--- src/rtl/score_board_mux.sv ---
// N-team scoreboard: saturating signed point commands with one-level undo,
// a round-robin double-dabble BCD converter and a multiplexed 7-segment scan.
module score_board_mux #(
  parameter int N_TEAMS   = 2,
  parameter int DIGITS    = 3,
  parameter int SCORE_W   = 10,
  parameter int MAX_SCORE = 999,
  parameter int SCAN_DIV  = 1000,
  localparam int TW       = (N_TEAMS > 1) ? $clog2(N_TEAMS) : 1
) (
  input  logic                          clk,
  input  logic                          rst,
  input  logic                          clr,
  input  logic                          cmd_valid,
  input  logic [TW-1:0]                 cmd_team,
  input  logic                          cmd_sub,
  input  logic [1:0]                    cmd_pts,
  input  logic                          undo,
  input  logic                          blank_lz,
  output logic [N_TEAMS*SCORE_W-1:0]    score_flat,
  output logic                          sat,
  output logic                          undo_ok,
  output logic [7:0]                    seg,
  output logic [N_TEAMS*DIGITS-1:0]     an
);

  localparam int NDIG  = N_TEAMS * DIGITS;
  localparam int IDX_W = (NDIG > 1) ? $clog2(NDIG) : 1;
  localparam int DIG_W = (DIGITS > 1) ? $clog2(DIGITS) : 1;
  localparam int CNT_W = $clog2(SCAN_DIV);
  localparam int SH_W  = (SCORE_W > 1) ? $clog2(SCORE_W) : 1;
  localparam int BCD_W = 4 * DIGITS;
  localparam int EXT_W = SCORE_W + 2;

  localparam logic [TW:0]       TEAM_LIM = (TW + 1)'(N_TEAMS);
  localparam logic [EXT_W-1:0]  MAX_EXT  = EXT_W'(MAX_SCORE);
  localparam logic [NDIG-1:0]   AN_ONE   = NDIG'(1);

  typedef enum logic [1:0] {IDLE, LOAD, SHIFT, STORE} conv_state_t;

  logic [SCORE_W-1:0] score [N_TEAMS];
  logic               hist_valid;
  logic [TW-1:0]      hist_team;
  logic [SCORE_W-1:0] hist_score;

  logic               accept;
  logic               clamped;
  logic [SCORE_W-1:0] old_score;
  logic [SCORE_W-1:0] new_score;
  logic [EXT_W-1:0]   ext_old;
  logic [EXT_W-1:0]   ext_sum;
  logic [EXT_W-1:0]   ext_diff;

  conv_state_t        state;
  logic [TW-1:0]      conv_team;
  logic [SCORE_W-1:0] conv_bin;
  logic [BCD_W-1:0]   conv_bcd;
  logic [SH_W-1:0]    shift_cnt;
  logic [SCORE_W-1:0] snap_score;
  logic [BCD_W-1:0]   bcd_cache [N_TEAMS];

  logic [CNT_W-1:0]   scan_cnt;
  logic [IDX_W-1:0]   scan_idx;
  logic [TW-1:0]      scan_team;
  logic [DIG_W-1:0]   scan_digit;
  logic [BCD_W-1:0]   team_bcd;
  logic [3:0]         nibble;
  logic               upper_zero;
  logic [7:0]         seg_next;

  function automatic logic [7:0] seg_decode(input logic [3:0] n);
    case (n)
      4'd0: return 8'hC0;
      4'd1: return 8'hF9;
      4'd2: return 8'hA4;
      4'd3: return 8'hB0;
      4'd4: return 8'h99;
      4'd5: return 8'h92;
      4'd6: return 8'h82;
      4'd7: return 8'hF8;
      4'd8: return 8'h80;
      4'd9: return 8'h90;
      default: return 8'hFF;
    endcase
  endfunction

  function automatic logic [BCD_W+SCORE_W-1:0] dabble_step(input logic [BCD_W-1:0] bcd,
                                                          input logic [SCORE_W-1:0] bin);
    logic [BCD_W-1:0] adj;
    adj = bcd;
    for (int d = 0; d < DIGITS; d++) begin
      if (adj[d*4 +: 4] >= 4'd5) adj[d*4 +: 4] = adj[d*4 +: 4] + 4'd3;
    end
    return {adj, bin} << 1;
  endfunction

  // Widened arithmetic so neither the ceiling nor the floor can wrap.
  always_comb begin
    old_score = '0;
    for (int i = 0; i < N_TEAMS; i++) begin
      if (cmd_team == TW'(i)) old_score = score[i];
    end
    ext_old   = {2'b00, old_score};
    ext_sum   = ext_old + EXT_W'(cmd_pts);
    ext_diff  = ext_old - EXT_W'(cmd_pts);
    new_score = old_score;
    clamped   = 1'b0;
    if (cmd_sub) begin
      if (ext_diff[EXT_W-1]) begin
        new_score = '0;
        clamped   = 1'b1;
      end else begin
        new_score = ext_diff[SCORE_W-1:0];
      end
    end else if (ext_sum > MAX_EXT) begin
      new_score = SCORE_W'(MAX_SCORE);
      clamped   = 1'b1;
    end else begin
      new_score = ext_sum[SCORE_W-1:0];
    end
  end

  assign accept = cmd_valid && (cmd_pts != 2'd0) && ({1'b0, cmd_team} < TEAM_LIM);

  always_ff @(posedge clk or negedge rst) begin
    if (!rst) begin
      for (int i = 0; i < N_TEAMS; i++) score[i] <= '0;
      hist_valid <= 1'b0;
      hist_team  <= '0;
      hist_score <= '0;
      sat        <= 1'b0;
      undo_ok    <= 1'b0;
    end else begin
      sat     <= 1'b0;
      undo_ok <= 1'b0;
      if (clr) begin
        for (int i = 0; i < N_TEAMS; i++) score[i] <= '0;
        hist_valid <= 1'b0;
      end else if (accept) begin
        for (int i = 0; i < N_TEAMS; i++) begin
          if (cmd_team == TW'(i)) score[i] <= new_score;
        end
        hist_team  <= cmd_team;
        hist_score <= old_score;
        hist_valid <= 1'b1;
        sat        <= clamped;
      end else if (undo && hist_valid) begin
        for (int i = 0; i < N_TEAMS; i++) begin
          if (hist_team == TW'(i)) score[i] <= hist_score;
        end
        hist_valid <= 1'b0;
        undo_ok    <= 1'b1;
      end
    end
  end

  for (genvar g = 0; g < N_TEAMS; g++) begin : g_flat
    assign score_flat[g*SCORE_W +: SCORE_W] = score[g];
  end

  always_comb begin
    snap_score = '0;
    for (int i = 0; i < N_TEAMS; i++) begin
      if (conv_team == TW'(i)) snap_score = score[i];
    end
  end

  // The snapshot taken in LOAD is private, so later score edits wait for the next pass.
  always_ff @(posedge clk or negedge rst) begin
    if (!rst) begin
      state     <= IDLE;
      conv_team <= '0;
      conv_bin  <= '0;
      conv_bcd  <= '0;
      shift_cnt <= '0;
      for (int i = 0; i < N_TEAMS; i++) bcd_cache[i] <= '0;
    end else begin
      case (state)
        IDLE: state <= LOAD;
        LOAD: begin
          conv_bin  <= snap_score;
          conv_bcd  <= '0;
          shift_cnt <= '0;
          state     <= SHIFT;
        end
        SHIFT: begin
          {conv_bcd, conv_bin} <= dabble_step(conv_bcd, conv_bin);
          shift_cnt <= shift_cnt + SH_W'(1);
          if (shift_cnt == SH_W'(SCORE_W - 1)) state <= STORE;
        end
        STORE: begin
          for (int i = 0; i < N_TEAMS; i++) begin
            if (conv_team == TW'(i)) bcd_cache[i] <= conv_bcd;
          end
          conv_team <= (conv_team == TW'(N_TEAMS - 1)) ? '0 : conv_team + TW'(1);
          state     <= IDLE;
        end
        default: state <= IDLE;
      endcase
    end
  end

  always_comb begin
    team_bcd = '0;
    for (int i = 0; i < N_TEAMS; i++) begin
      if (scan_team == TW'(i)) team_bcd = bcd_cache[i];
    end
    nibble     = 4'd0;
    upper_zero = 1'b1;
    for (int d = 0; d < DIGITS; d++) begin
      if (scan_digit == DIG_W'(d)) nibble = team_bcd[d*4 +: 4];
      if ((DIG_W'(d) >= scan_digit) && (team_bcd[d*4 +: 4] != 4'd0)) upper_zero = 1'b0;
    end
    if (blank_lz && (scan_digit != '0) && upper_zero) seg_next = 8'hFF;
    else                                               seg_next = seg_decode(nibble);
  end

  // seg and an come from the same scan state on the same edge, so they always pair up.
  always_ff @(posedge clk or negedge rst) begin
    if (!rst) begin
      scan_cnt   <= '0;
      scan_idx   <= '0;
      scan_team  <= '0;
      scan_digit <= '0;
      seg        <= 8'hFF;
      an         <= '1;
    end else begin
      seg <= seg_next;
      an  <= ~(AN_ONE << scan_idx);
      if (scan_cnt == CNT_W'(SCAN_DIV - 1)) begin
        scan_cnt <= '0;
        if (scan_idx == IDX_W'(NDIG - 1)) begin
          scan_idx   <= '0;
          scan_team  <= '0;
          scan_digit <= '0;
        end else begin
          scan_idx <= scan_idx + IDX_W'(1);
          if (scan_digit == DIG_W'(DIGITS - 1)) begin
            scan_digit <= '0;
            scan_team  <= scan_team + TW'(1);
          end else begin
            scan_digit <= scan_digit + DIG_W'(1);
          end
        end
      end else begin
        scan_cnt <= scan_cnt + CNT_W'(1);
      end
    end
  end

endmodule

--- config.mk ---
export PLATFORM = sky130hd
export DESIGN_NAME = score_board_mux
export DESIGN_NICKNAME = d
export VERILOG_FILES = /design/src/rtl/score_board_mux.sv
export SDC_FILE = /design/constraint.sdc
export NUM_CORES = 1
export LEC_CHECK = 0
export ABC_CLOCK_PERIOD_IN_PS = 2500
export BUFFER_PORTS_ARGS = -buffer_cell sky130_fd_sc_hd__buf_4
export CORE_AREA = 5 5 143 145
export CTS_CLUSTER_SIZE = 16
export DETAILED_ROUTE_END_ITERATION = 16
export DIE_AREA = 0 0 148 150
export PLACE_DENSITY_LB_ADDON = 0.15
export SLEW_MARGIN = 10
export SYNTH_ARGS = -nofsm -noshare
export SYNTH_HDL_FRONTEND = slang
export SYNTH_SLANG_ARGS = --single-unit
export TNS_END_PERCENT = 20
--- constraint.sdc ---
create_clock -name clk -period 2.5 [get_ports clk]
set_input_delay 0.25 -clock clk [delete_from_list [all_inputs] [get_ports clk]]
set_output_delay 0.25 -clock clk [all_outputs]
set_load 0.1 [all_outputs]
# After elaboration in Yosys (flattened, before gate mapping)
# Memory sizes are Yosys's and may differ from the RTL's.
# Cells that the tools add are included.
# Widths: inputs -> output; s select.
# totals
register_bits,117
latchBits,0
ramBits,0
romBits,112
inputBits,10
elab_cells,125
memories,1
# op_classes
addsub,11
multipliers,0
n_div,0
order_cmp,7
n_eq_ne,12
shift,1
muxes,46
bitwise_logic,3
reduce_logical,24
# mem_list
memory,words,word_bits,rd,rd_ports_with_merged_regs,wr,line,rtl
(name not given),16,7,1,0,0,72,case (n)
# ops
operator,count
$mux 10,10
$mux 20,3
$pmux 12 s2,1
$mux 4,5
$pmux 10 s2,1
$mux 1,17
$ge 4x3->1 const B,3
$mux 12,1
$reduce_bool 4->1,3
$add 10x2->11,1
$gt 11x10->1 const B,1
$sub 10x2->11,1
$add 10x1->10 const B,1
$eq 10x10->1 const B,1
$add 4x2->4 const B,2
$mux 8,1
$pmux 2 s4,1
$pmux 4 s2,1
$reduce_and 2->1,4
$reduce_bool 2->1,4
$logic_and 1x1->1,7
$eq 2x2->1 const B,3
$mux 2,3
$mux 3,2
other kinds (19),27

# Depth between registers and ports, before layout
# depth
ltp_word,8
mapped_depth,15
ltp_nobuf,11

# Worst setup path after synthesis
# OpenSTA, ideal clock, no wires.
# synth_path
path_kind,register to register
start,"reg score, in the netlist score_flat[10]"
end,"reg score, in the netlist score_flat[14]"
setup_time_ps,126
t_arrival_ps,3355
path_slack_ps,-981
stages_incl_launch_ff,12
synth_period_minus_slack_ps,3481
cell_sequence,dfrtp_1 mux2i_1 inv_1 ha_1 inv_1 fa_1 nor4b_1 a211o_1 o2111ai_2 a2111oi_4 o41ai_2 mux2_2
# synth_between
elab_chain_cells,8
elab_cells_between_ends,10
classes_between,2 x add/sub; 1 x order compare; 7 x mux
# synth_rtl
element,line,rtl
from (decl),41,logic [SCORE_W-1:0] score [N_TEAMS];
"from (signal, indexed assignment)",141,if (cmd_team == TW'(i)) score[i] <= new_score;
"from (signal, indexed assignment)",149,if (hist_team == TW'(i)) score[i] <= hist_score;
$mux 10 (*),101,if (cmd_team == TW'(i)) old_score = score[i];
named net old_score[0],48,logic [SCORE_W-1:0] old_score;
$add 10x2->11,104,ext_sum = ext_old + EXT_W'(cmd_pts);
$gt 11x10->1,115,end else if (ext_sum > MAX_EXT) begin
$mux 10,115,
$mux 10 (*),108,if (cmd_sub) begin
$mux 10 (*),141,
$mux 20 (*),139,end else if (accept) begin
$mux 20 (*),136,if (clr) begin
# The timed path passes the listed nets; every way through them passes the cells marked *. The select of a mux whose other input is x is not followed.
# A chain may end at the register's enable or synchronous reset.

# Worst setup path after layout
# layout_path
start,"reg score, in the netlist score_flat[0]"
end,"reg score, in the netlist score_flat[4]"
# Same word-level chain as after synthesis.

==> impl_metrics.csv <==
group,metric,value,unit
worst_setup_path,reg2reg_slack,-0.28,ns
floorplan,io_pins,46,
grt,grt_pass1_vias,5340,
worst_setup_path,cp_num_buf_inv,2,
status,status,"complete, but fails checks",
worst_setup_path,end_kind,"flip-flop",
worst_setup_path,arrival,3.08,ns
clock_tree,clkSlewWorstSetupHoldPaths,0.06,ns
worst_setup_path,critical_path_depth,11,
layout,drive_gt1_frac,0.270,
timing,timing.setup.tns,-3.46,ns
timing,finalCritPeriodShare,1.11,
routing,ant_nets,0,
floorplan,die_h,150,um
layout,instances_no_fill,1020,
routing,drtPass1Iterations,5,
yosys,async_flop_share,1.00,
worst_setup_path,max_stage_delay,0.45,ns
power,power_per_cell_area,931,nW/um^2
grt,grt_util_all_layers,0.156,
layout,multi_input_area,3480,um^2
yosys,synth_cell_type_count,80,
worst_setup_path,cpLargestDelayFamily,"compound AO/OA/AOI/OAI gates",
hold_path,hp-start,"clr",
yosys,synth.area.top_cells,"dfrtp_1 (39%), o21ai_0 (5.3%), dfstp_2 (5.2%), nand2_1 (5.1%), ha_1 (4.2%)",
worst_setup_path,critPathSlowestCell,"a2111oi_4",
routing,drc,0,
worst_setup_path,crit_fanout,6,
clock_tree,cts_tree,"built",
run,maxCapViolCount,0,
timing,fin_ws,-0.281,ns
timing,holdWs,0.0408,ns
worst_setup_path,rr_startpoint,"score_flat[0]$_DFFE_PN0P_",
layout,layout_commonest_cell,"buf_4",
floorplan,start_util,0.344,
routing,drt_iter0_markers,287,
yosys,synth_top_cell_by_area,"dfrtp_1",
floorplan,die_area,22200,um^2
grt,grt_overflow,0,
timing,finalSetupViolations,21,
worst_setup_path,cp-endpoint,"score_flat[4]$_DFFE_PN0P_",
yosys,ys_seq_area_frac,0.445,
grt,antenna_found_initial,0,
yosys,syn_nets,707,
layout,layout_common_cells,"buf_4 (103), dfrtp_1 (99), nand2_1 (90)",
yosys,synth-simple-area-share,0.170,
routing,vias,5331,
routing,wl,16.6,mm
yosys,ys_ff_latch,116,
layout,nets,803,
clock_tree,clock_latency,0.42,ns
yosys,syn_area,6560,um^2
floorplan,core_area,19100,um^2
floorplan,fp.dieW,148,um
timing,hold_viol_final,0,
clock_tree,clock-sinks,116,
worst_setup_path,startpoint,"score_flat[0]$_DFFE_PN0P_",
grt,grt_pass1_wl,27.7,mm
yosys,synth-compound-area-share,0.185,
worst_setup_path,crit_path_start_kind,"flip-flop",
yosys,synth_ff_type,"dfrtp_1",
worst_setup_path,critical_path_class,"flip-flop to flip-flop",
clock_tree,htreeDepth,4,
layout,area_growth,26.5,%
yosys,synth.top_cell.area_share,0.393,
routing,wl_per_cell,16.3,um
placed_design,place_hpwl,12.4,mm
power,leakage,3.75,nW
status,failed_checks,"negative setup slack",
timing,skew,0.0105,ns
timing,fmax,360,MHz
clock_tree,cts_buffer_depth,2,
placed_design,gp_congestion,0.847,
yosys,syn_avg_cell_area,9.75,um^2
layout,fillers,1819,
worst_setup_path,rr_worst_depth,11,
yosys,synth_xor_area_frac,0.0240,
hold_path,holdCritPathClass,"input pin to flip-flop",
placed_design,pre_cts_slack,-0.362,ns
yosys,synth-edff-count,0,
yosys,synthMuxAreaShare,0.0841,
timing,slew_headroom,0.478,
worst_setup_path,reg2reg_to,"score_flat[4]$_DFFE_PN0P_",
clock_tree,tritoncts.num_buffers,17,
timing,fin_crit,2.78,ns
timing,final-max-slew-violation-count,0,
yosys,synthCells,673,
timing,rsz0062_at_grt,"true",
clock_tree,cts_root_buf,"clkbuf_16",
worst_setup_path,cp.required,2.80,ns
yosys,synth_fa_ha_area_frac,0.0481,
floorplan,num_rows,51,
yosys,synth_top_family_by_area,"compound AO/OA/AOI/OAI gates",
timing,worst_slew_pin_slew,0.783,ns
grt,grt_max_degree,70,
worst_setup_path,path_cells,"mux2i_1, inv_1, ha_4, inv_2, fa_2, nor4bb_1, a211o_1, o2111ai_4, a2111oi_4, o41ai_2, mux2_2",
layout,register_area,2920,um^2
placed_design,dp_cells,984,
layout,n_antenna_cell,0,
routing,via_per_inst,5.23,
placed_design,port_buffers,44,
power,power.total,0.00773,W
yosys,ys_warn_count,0,
power,irDropWorstVdd,0.594,mV
-- registers in the layout, indices dropped and copies added (netlist names) --
register	cells
an	6
scan_cnt	10
shift_cnt	4
conv_team	1
scan_team	1
seg	7
conv_bin	10
hist_team	1
score_flat	20
scan_idx	3
hist_valid	1
state	2
scan_digit	2
conv_bcd	12
undo_ok	1
bcd_cache	24
sat	1
hist_score	10
-- where the power goes --
group          internal (W)  switching [W]
Sequential          0.00227       0.000295
Clock               0.00176       0.000869
Combinational      0.000840        0.00170
-- through the flow --
stage	instance area, um^2	utilization
2_1_floorplan	6580	-
3_3_place_gp	7510	0.394
3_5_place_dp	7510	0.394
4_1_cts	8210	0.430
5_1_grt	8300	0.435
6_report	8300	0.435
-- synthesized netlist by cell type, drive strengths merged, types with 14 or more instances --
cell type and number:
nor2 44, ha 22, nor3 16, o21ai 72, a31oi 14, a21oi 26, mux2 19, mux2i 24
nand2 90, inv 33, clkbuf 20, dfrtp 103
-- worst min-delay path by stage --
stage | to | depth (start not counted)
finish | hist_valid$_DFFE_PN0P_ | 2
CTS | hist_valid$_DFFE_PN0P_ | 2
detailed placement | scan_cnt[4]$_DFF_PN0_ | 1
global route | hist_valid$_DFFE_PN0P_ | 2
floorplan | bcd_cache[0]$_DFFE_PN0P_ | 0
global placement | scan_cnt[4]$_DFF_PN0_ | 1
-- cell families after synthesis --
logic type	after synthesis
xor+xnor	18
other cells	1
simple gates	229
flops	116
buf+inv	63
mux	47
compound gates	175
fa+ha+maj	24
-- cell type report --
cell class	instances	share of cell area
clock buffer	18	0.0517
clock inverter	14	0.0253
inverter	33	0.0149
multi-input combinational	494	0.419
sequential	116	0.352
tap	238	0.0359
timing repair buffer	107	0.101
-- layer usage --
| layer | track usage | routed length [um] |
|---|---|---|
| met2 | 0.259 | 8100 |
| met3 | 0.0333 | 628 |
| met1 | 0.202 | 7530 |
| met5 | 0 | 0 |
| met4 | 0.0527 | 325 |
-- timing repair --
item                                    in CTS  in global routing
pin swaps                                    6                  9
endpoints found under the hold margin       23                  0
hold buffers                                 1                  0
endpoints found under the setup margin      21                 21
setup buffers                                1                  2
gates resized for setup                      7                 15
Note: power is estimated with default switching activity, not from simulation.
